**src/rtl/fft_mag_writer.sv**
```systemverilog
// fft_mag_writer: writes one frame-aligned FFT magnitude spectrum per arm request into the spectrum RAM.
// Define FFT_MAG_APPROX_EN for the alpha-max-beta-min magnitude instead of exact re^2 + im^2.
module fft_mag_writer #(
  parameter int ADDR_W = 11,
  parameter int DATA_W = 16
) (
  input  logic                clk,
  input  logic                rst_n,
  input  logic [2*DATA_W-1:0] s_tdata,
  input  logic                s_tvalid,
  input  logic                s_tlast,
  output logic                s_tready,
  input  logic                arm,
  output logic                busy,
  output logic                frame_done,
  output logic                frame_err,
  output logic [ADDR_W-1:0]   wr_addr,
  output logic [2*DATA_W-1:0] wr_data,
  output logic                wr_en
);
  typedef enum logic [1:0] {IDLE, SYNC, CAPTURE, DRAIN} state_t;
`ifdef FFT_MAG_APPROX_EN
  localparam int PW = DATA_W + 1;
`else
  localparam int PW = 2 * DATA_W;
`endif
  state_t state, state_n;
  logic [ADDR_W-1:0] count, count_n, a0, a1;
  logic [1:0] dc, dc_n;
  logic err_n, take, v0, v1;
  logic signed [DATA_W-1:0] re0, im0;
  logic [PW-1:0] f_re, f_im, p_re, p_im;
  logic [2*DATA_W-1:0] mag;
`ifdef FFT_MAG_APPROX_EN
  logic [PW-1:0] mx, mn;
`endif
  assign busy = state != IDLE;
  always_comb begin
    state_n = state;
    count_n = count;
    dc_n = '0;
    err_n = frame_err;
    take = 1'b0;
    case (state)
      IDLE: if (arm) begin
        state_n = SYNC;
        err_n = 1'b0;
      end
      SYNC: begin
        count_n = '0;
        if (s_tvalid && s_tlast) state_n = CAPTURE;
      end
      CAPTURE: if (s_tvalid) begin
        take = 1'b1;
        count_n = s_tlast ? '0 : count + 1'b1;
        // every count wrap is a framing decision: exact fit drains, otherwise flag and resync
        if (s_tlast && &count) state_n = DRAIN;
        else if (s_tlast || &count) err_n = 1'b1;
        if (!s_tlast && &count) state_n = SYNC;
      end
      DRAIN: begin
        dc_n = dc + 1'b1;
        if (dc == 2'd2) state_n = IDLE;
      end
      default: state_n = IDLE;
    endcase
  end
  always_ff @(posedge clk or negedge rst_n) begin
    if (!rst_n) begin
      state <= IDLE;
      count <= '0;
      dc <= '0;
      frame_err <= 1'b0;
      frame_done <= 1'b0;
      s_tready <= 1'b0;
    end else begin
      state <= state_n;
      count <= count_n;
      dc <= dc_n;
      frame_err <= err_n;
      frame_done <= state == DRAIN && dc == 2'd2;
      s_tready <= 1'b1;
    end
  end
  always_comb begin
`ifdef FFT_MAG_APPROX_EN
    f_re = re0[DATA_W-1] ? -PW'(re0) : PW'(re0);
    f_im = im0[DATA_W-1] ? -PW'(im0) : PW'(im0);
    mx = p_re > p_im ? p_re : p_im;
    mn = p_re > p_im ? p_im : p_re;
    mag = (2*DATA_W)'(mx + (mn >> 1));
`else
    f_re = PW'(re0) * PW'(re0);
    f_im = PW'(im0) * PW'(im0);
    mag = p_re + p_im;
`endif
  end
  // input register, stage 1 (squares/abs), stage 2 (sum) driving the RAM port
  always_ff @(posedge clk or negedge rst_n) begin
    if (!rst_n) begin
      v0 <= 1'b0;
      v1 <= 1'b0;
      wr_en <= 1'b0;
      a0 <= '0;
      a1 <= '0;
      wr_addr <= '0;
      re0 <= '0;
      im0 <= '0;
      p_re <= '0;
      p_im <= '0;
      wr_data <= '0;
    end else begin
      v0 <= take;
      a0 <= count;
      re0 <= s_tdata[DATA_W-1:0];
      im0 <= s_tdata[2*DATA_W-1:DATA_W];
      v1 <= v0;
      a1 <= a0;
      p_re <= f_re;
      p_im <= f_im;
      wr_en <= v1;
      wr_addr <= a1;
      wr_data <= v1 ? mag : wr_data;
    end
  end
endmodule
```
**config.mk**
```make
export PLATFORM = sky130hd
export DESIGN_NAME = fft_mag_writer
export DESIGN_NICKNAME = d
export VERILOG_FILES = /design/src/rtl/fft_mag_writer.sv
export SDC_FILE = /design/constraint.sdc
export NUM_CORES = 1
export LEC_CHECK = 0
export ABC_AREA = 1
export CAP_MARGIN = 20
export CORE_MARGIN = 2
export CORE_UTILIZATION = 65
export CTS_BUF_LIST = sky130_fd_sc_hd__clkbuf_8
export DETAILED_ROUTE_END_ITERATION = 6
export GPL_ROUTABILITY_DRIVEN = 0
export PLACE_DENSITY = 0.87
export SYNTH_ARGS = -nofsm -noshare
export SYNTH_HDL_FRONTEND = slang
export SYNTH_SLANG_ARGS = --single-unit
```
**constraint.sdc**
```tcl
create_clock -name clk -period 6.7 [get_ports clk]
set_input_delay 1.005 -clock clk [delete_from_list [all_inputs] [get_ports clk]]
set_output_delay 1.005 -clock clk [all_outputs]
set_load 0.01 [all_outputs]
```
# [Yosys cells after proc, flatten, opt, wreduce, memory -nomap -nowiden]
# Cells that the tools add are included.
[totals] register_bits=182 out_inout_bits=48 word_cells=65
[op_classes] addsub=3 mul=2 n_eq_ne=11 mux=18 reduce_logical=14
[ops] cell="16-bit by 16-bit multiplier with 32-bit output" count=2
[ops] cell="32-bit adder" count=1
[ops] cell="11-bit two-way mux" count=2
[ops] cell="11-bit one-hot mux with 2 select lines" count=1
[ops] cell="2-bit two-way mux" count=7
[ops] cell="2-bit inequality test, second input constant" count=6
[ops] cell="11-bit by 1-bit adder with 11-bit output, second input constant" count=1
[ops] cell="11-bit AND reduction" count=1
[ops] cell="5-bit AND reduction" count=2
[ops] cell="2-bit one-hot mux with 4 select lines" count=1
[ops] cell="2-bit == test, second input constant" count=3
[ops] cell="1-bit two-way mux" count=6
[ops] cell="2-bit nonzero test" count=3
[ops] cell="1-bit logical AND" count=4
[ops] cell="3-bit inequality test, second input constant" count=1
[ops] cell="2-bit by 1-bit adder with 2-bit output, second input constant" count=1
[ops] cell="2-bit by 1-bit == test with 1-bit output, second input constant" count=1
[ops] cell="2-bit logical NOT" count=1
[ops] cell="1-bit one-hot mux with 2 select lines" count=1
[ops] cell="2-bit AND reduction" count=1
[ops] cell="1-bit logical NOT" count=1
[ops] cell="1-bit logical OR" count=1

# [Depth between registers and ports, before layout]
[depth] ltp_word=6 depth_mapped=28

# [Least setup slack after synthesis]
# OpenSTA, ideal clock, no wires.
[synth_timing] path_kind="reg2reg" startpoint="register re0[15]" endpoint="register p_re[31]" t_arrival_ns=5.523 required_time_ns=6.584 path_slack_ns=1.061 stages_incl_launch_ff=23 n_path_buf=2 period_less_slack_ns=5.639 cell_sequence="dfrtp_1 > buf_2 > buf_1 > nand2_1 > fa_1 > inv_1 > fa_1 > fa_1 > inv_1 > fa_1 > fa_1 > fa_1 > inv_1 > ha_1 > inv_1 > nor3_1 > nand2_1 > nor3_1 > nand2_1 > nand3_1 > inv_1 > nand2_1 > nand2_1"
[synth_between] elab_chain_len=1
[synth_lines] element="start: declaration" line="31" source="logic signed [DATA_W-1:0] re0, im0;"
[synth_lines] element="start signal: assignment" line="115" source="re0 <= s_tdata[DATA_W-1:0];"
[synth_lines] element="16-bit by 16-bit multiplier with 32-bit output" line="93" source="f_re = PW'(re0) * PW'(re0);"
[synth_lines] element="via f_re[31]" line="32" source="logic [PW-1:0] f_re, f_im, p_re, p_im;"
[synth_lines] element="end signal: assignment" line="119" source="p_re <= f_re;"
[synth_lines] element="end: declaration" line="32"
# The timed path passes the listed nets, and every way through them passes these cells.
# A chain may end at the register's enable or synchronous reset.

# [Final worst setup path]
[layout_timing] startpoint="register im0[14]" endpoint="register p_im[22]"
[layout_between] elab_chain_len=1
[layout_lines] element="start: declaration" line="31"
[layout_lines] element="start signal: assignment" line="116" source="im0 <= s_tdata[2*DATA_W-1:DATA_W];"
[layout_lines] element="16-bit by 16-bit multiplier with 32-bit output" line="94" source="f_im = PW'(im0) * PW'(im0);"
[layout_lines] element="via f_im[22]" line="32"
[layout_lines] element="end signal: assignment" line="120" source="p_im <= f_im;"
[layout_lines] element="end: declaration" line="32"
# The timed path passes the listed nets, and every way through them passes these cells.

==> out/qor.yml <==
syn2layout_area_growth_pct: 6.68
finish.net_count: 3985
layout-drive-gt1-share_pct: 3.87
rows: 74
routed_wl_mm: 63.0
reg2reg_from: "im0[14]"
dp_hpwl_mm: 52.8
die_h_um: 207
worst_path_max_delay_cell: "dfrtp_1"
synth_mux_area_share_pct: 0
setup_viol: 0
end_kind: "flop"
criticalPathCategory: "reg2reg"
grt_max_degree: 111
critPathMaxFanout: 19
critPathRequiredTime_ns: 7.11
drtPass1Iterations: 7
synthCells: 3220
clock-sinks: 180
rrSetupSlack_ns: 0.62
grt_pass1_vias: 22600
synth_seq_cells: 180
cts_hold_buf: 0
synth_compound_area_share_pct: 4.29
synth_top_family_by_area: "adder cells"
cts_tree: "built"
syn_avg_cell_area_um2: 8.29
synth_simple_gate_area_share_pct: 17.3
overflow: 0
max_freq_mhz: 164
grt_pass1_wl_mm: 106
synth_ff_type: "dfrtp_1"
fin_crit_ns: 6.08
critPathMaxStageDelay_ns: 0.89
num_vias: 21000
async_flop_share_pct: 100
status: "complete, but fails checks"
portBuffers: 84
rsz0062_at_grt: "false"
hold_path_startpoint: "a0[3]"
antenna_cells: 0
min_period_over_period_pct: 90.8
hp-class: "reg2reg"
ys_seq_area_share_pct: 16.9
initial_core_util_pct: 65.7
ctsLongestPathBuffers: 2
track_usage_pct: 31.6
ant_nets: 0
syn_area_um2: 26700
dieWidth_um: 207
h-tree-depth: 4
startpoint_type: "flop"
cts_resized: 0
drv_slew: 0
syn-num-nets: 3937
insertion_delay_ns: 0.53
skew_ns: 0.0385
numCtsBuffers: 17
synthAdderAreaFrac_pct: 45.0
reg2reg_depth: 21
hold_violations: 0
hold_depth: 0
drt_iter0_markers: 1930
wl_per_cell_um: 16.5
synth_edf_count: 0
design.die.area_um2: 42700
min_to: "a1[3]"
drc: 1
setup-tns-final_ns: 0
via_per_inst: 5.52
cts-root-buf: "clkbuf_8"
postCtsSetupRepairBufs: 0
crit_chain: "nand2_1 > xor2_1 > ha_1 > inv_1 > fa_1 > fa_1 > inv_1 > fa_1 > fa_1 > inv_1 > fa_1 > inv_1 > ha_1 > a21oi_1 > o21ai_0 > a21oi_1 > nand2_2 > nand2_1 > nand2_1 > nand2_1 > nand2_1"
ys_types: 44
crit_path_start: "im0[14]"
antenna_found_initial: 0
worst_slew_pin_slew_ns: 0.995
ys_warn_count: 0
cp.arrival_ns: 6.49
core-area_um2: 40600
relSlewSlack_pct: 33.6
violations: "design-rule violations"
clk_pin_slew_ns: 0.11
maxCapViolCount: 0
synth_xor_area_share_pct: 2.76
ios: 85
rr_endpoint: "p_im[22]"
fillers: 2944
sequential cells by signal, indices dropped and copies added, names as in the netlist, 11 cells and up:
register  cells
p_re         31
wr_data      32
a0           11
count        11
re0          16
a1           11
wr_addr      11
im0          16
p_im         31
worst max-delay path by stage:
stage	to	slack (ns)	depth (start not counted)
2_1_floorplan	p_re[31]	1.06	22
6_report	p_im[22]	0.62	21
3_3_place_gp	p_re[28]	1.01	19
4_1_cts	p_re[30]	0.76	19
3_5_place_dp	p_re[30]	0.79	19
5_1_grt	p_re[31]	0.41	21
synth_stat cells (52+ instances only):
library cell	n	area share, %
a21oi_1	91	1.7
nor2_1	139	2.0
inv_1	899	13
nand2_1	716	10
o21ai_0	52	0.97
nand3_1	116	2.2
dfrtp_1	180	17
xor2_1	61	2.0
ha_1	212	9.9
fa_1	468	35
clkbuf_1	65	0.91
routing by layer:
layer	global-route usage, %	wire length [um]	up-vias
li1	-	-	9499
met1	40.6	24200	10300
met2	54.0	31300	1057
met3	4.79	4900	233
met4	13.4	2620	0
met5	0	0	-
logic make-up (layout without fill, tap and decap cells):
| group | after synthesis | after routing |
|---|---|---|
| other | 1 | 1 |
| and+or+nand+nor | 1097 | 1097 |
| adders and majority gates | 680 | 680 |
| xor gates and xnor gates | 84 | 84 |
| DFF | 180 | 180 |
| buffers and inverters | 979 | 1039 |
| AOI/OAI and AO/OA | 199 | 199 |
placed cells by master (no fill, tap or decap), drive strengths merged:
master / Yosys / layout
a21o: 8 / 8
a21oi: 94 / 94
a31o: 4 / 4
a31oi: 2 / 2
and2: 6 / 6
buf: 7 / 17
bufinv: 0 / 3
clkbuf: 65 / 19
clkdlybuf4s50: 0 / 83
clkinv: 1 / 6
conb: 1 / 1
dfrtp: 180 / 180
fa: 468 / 468
ha: 212 / 212
inv: 906 / 911
nand2: 747 / 747
nand2b: 1 / 1
nand3: 121 / 121
nand3b: 5 / 5
nand4: 30 / 30
nor2: 150 / 150
nor3: 24 / 24
nor4: 3 / 3
o211ai: 2 / 2
o21a: 3 / 3
o21ai: 60 / 60
o21bai: 21 / 21
o22ai: 4 / 4
o31ai: 1 / 1
or2: 10 / 10
xnor2: 23 / 23
xor2: 61 / 61
final cells by class:
class                           count  area [um2]  area share, %
Multi-Input combinational cell   2061       18500           65.0
Sequential cell                   180        4500           15.8
Inverter                          907        3400           12.0
Timing Repair Buffer              101         972           3.41
Tap cell                          532         666           2.34
Clock buffer                       18         248          0.870
Clock inverter                     13         173          0.606
stage by stage:
step,cells,hold slack [ns],setup slack (ns),util (%),area (um2)
floorplan,3220,0.331,1.06,-,26700
global placement,3781,0.333,1.01,69.1,28100
detailed placement,3781,0.336,0.788,69.1,28100
CTS,3812,0.351,0.756,70.1,28500
global route,3812,0.366,0.413,70.1,28500
finish,3812,0.351,0.616,70.1,28500
critical path, delay by kind of cell (launching register included):
family / cells / cell delay (ns)
simple gates: 6 / 0.68
buf+inv: 4 / 0.22
fa+ha+maj: 7 / 3.15
compound gates: 3 / 0.78
xor+xnor: 1 / 0.22
flops: 1 / 0.89
Power is left out: the tool's default activity adds up to more than one toggle a clock period on the data nets, which glitch-free logic cannot reach.
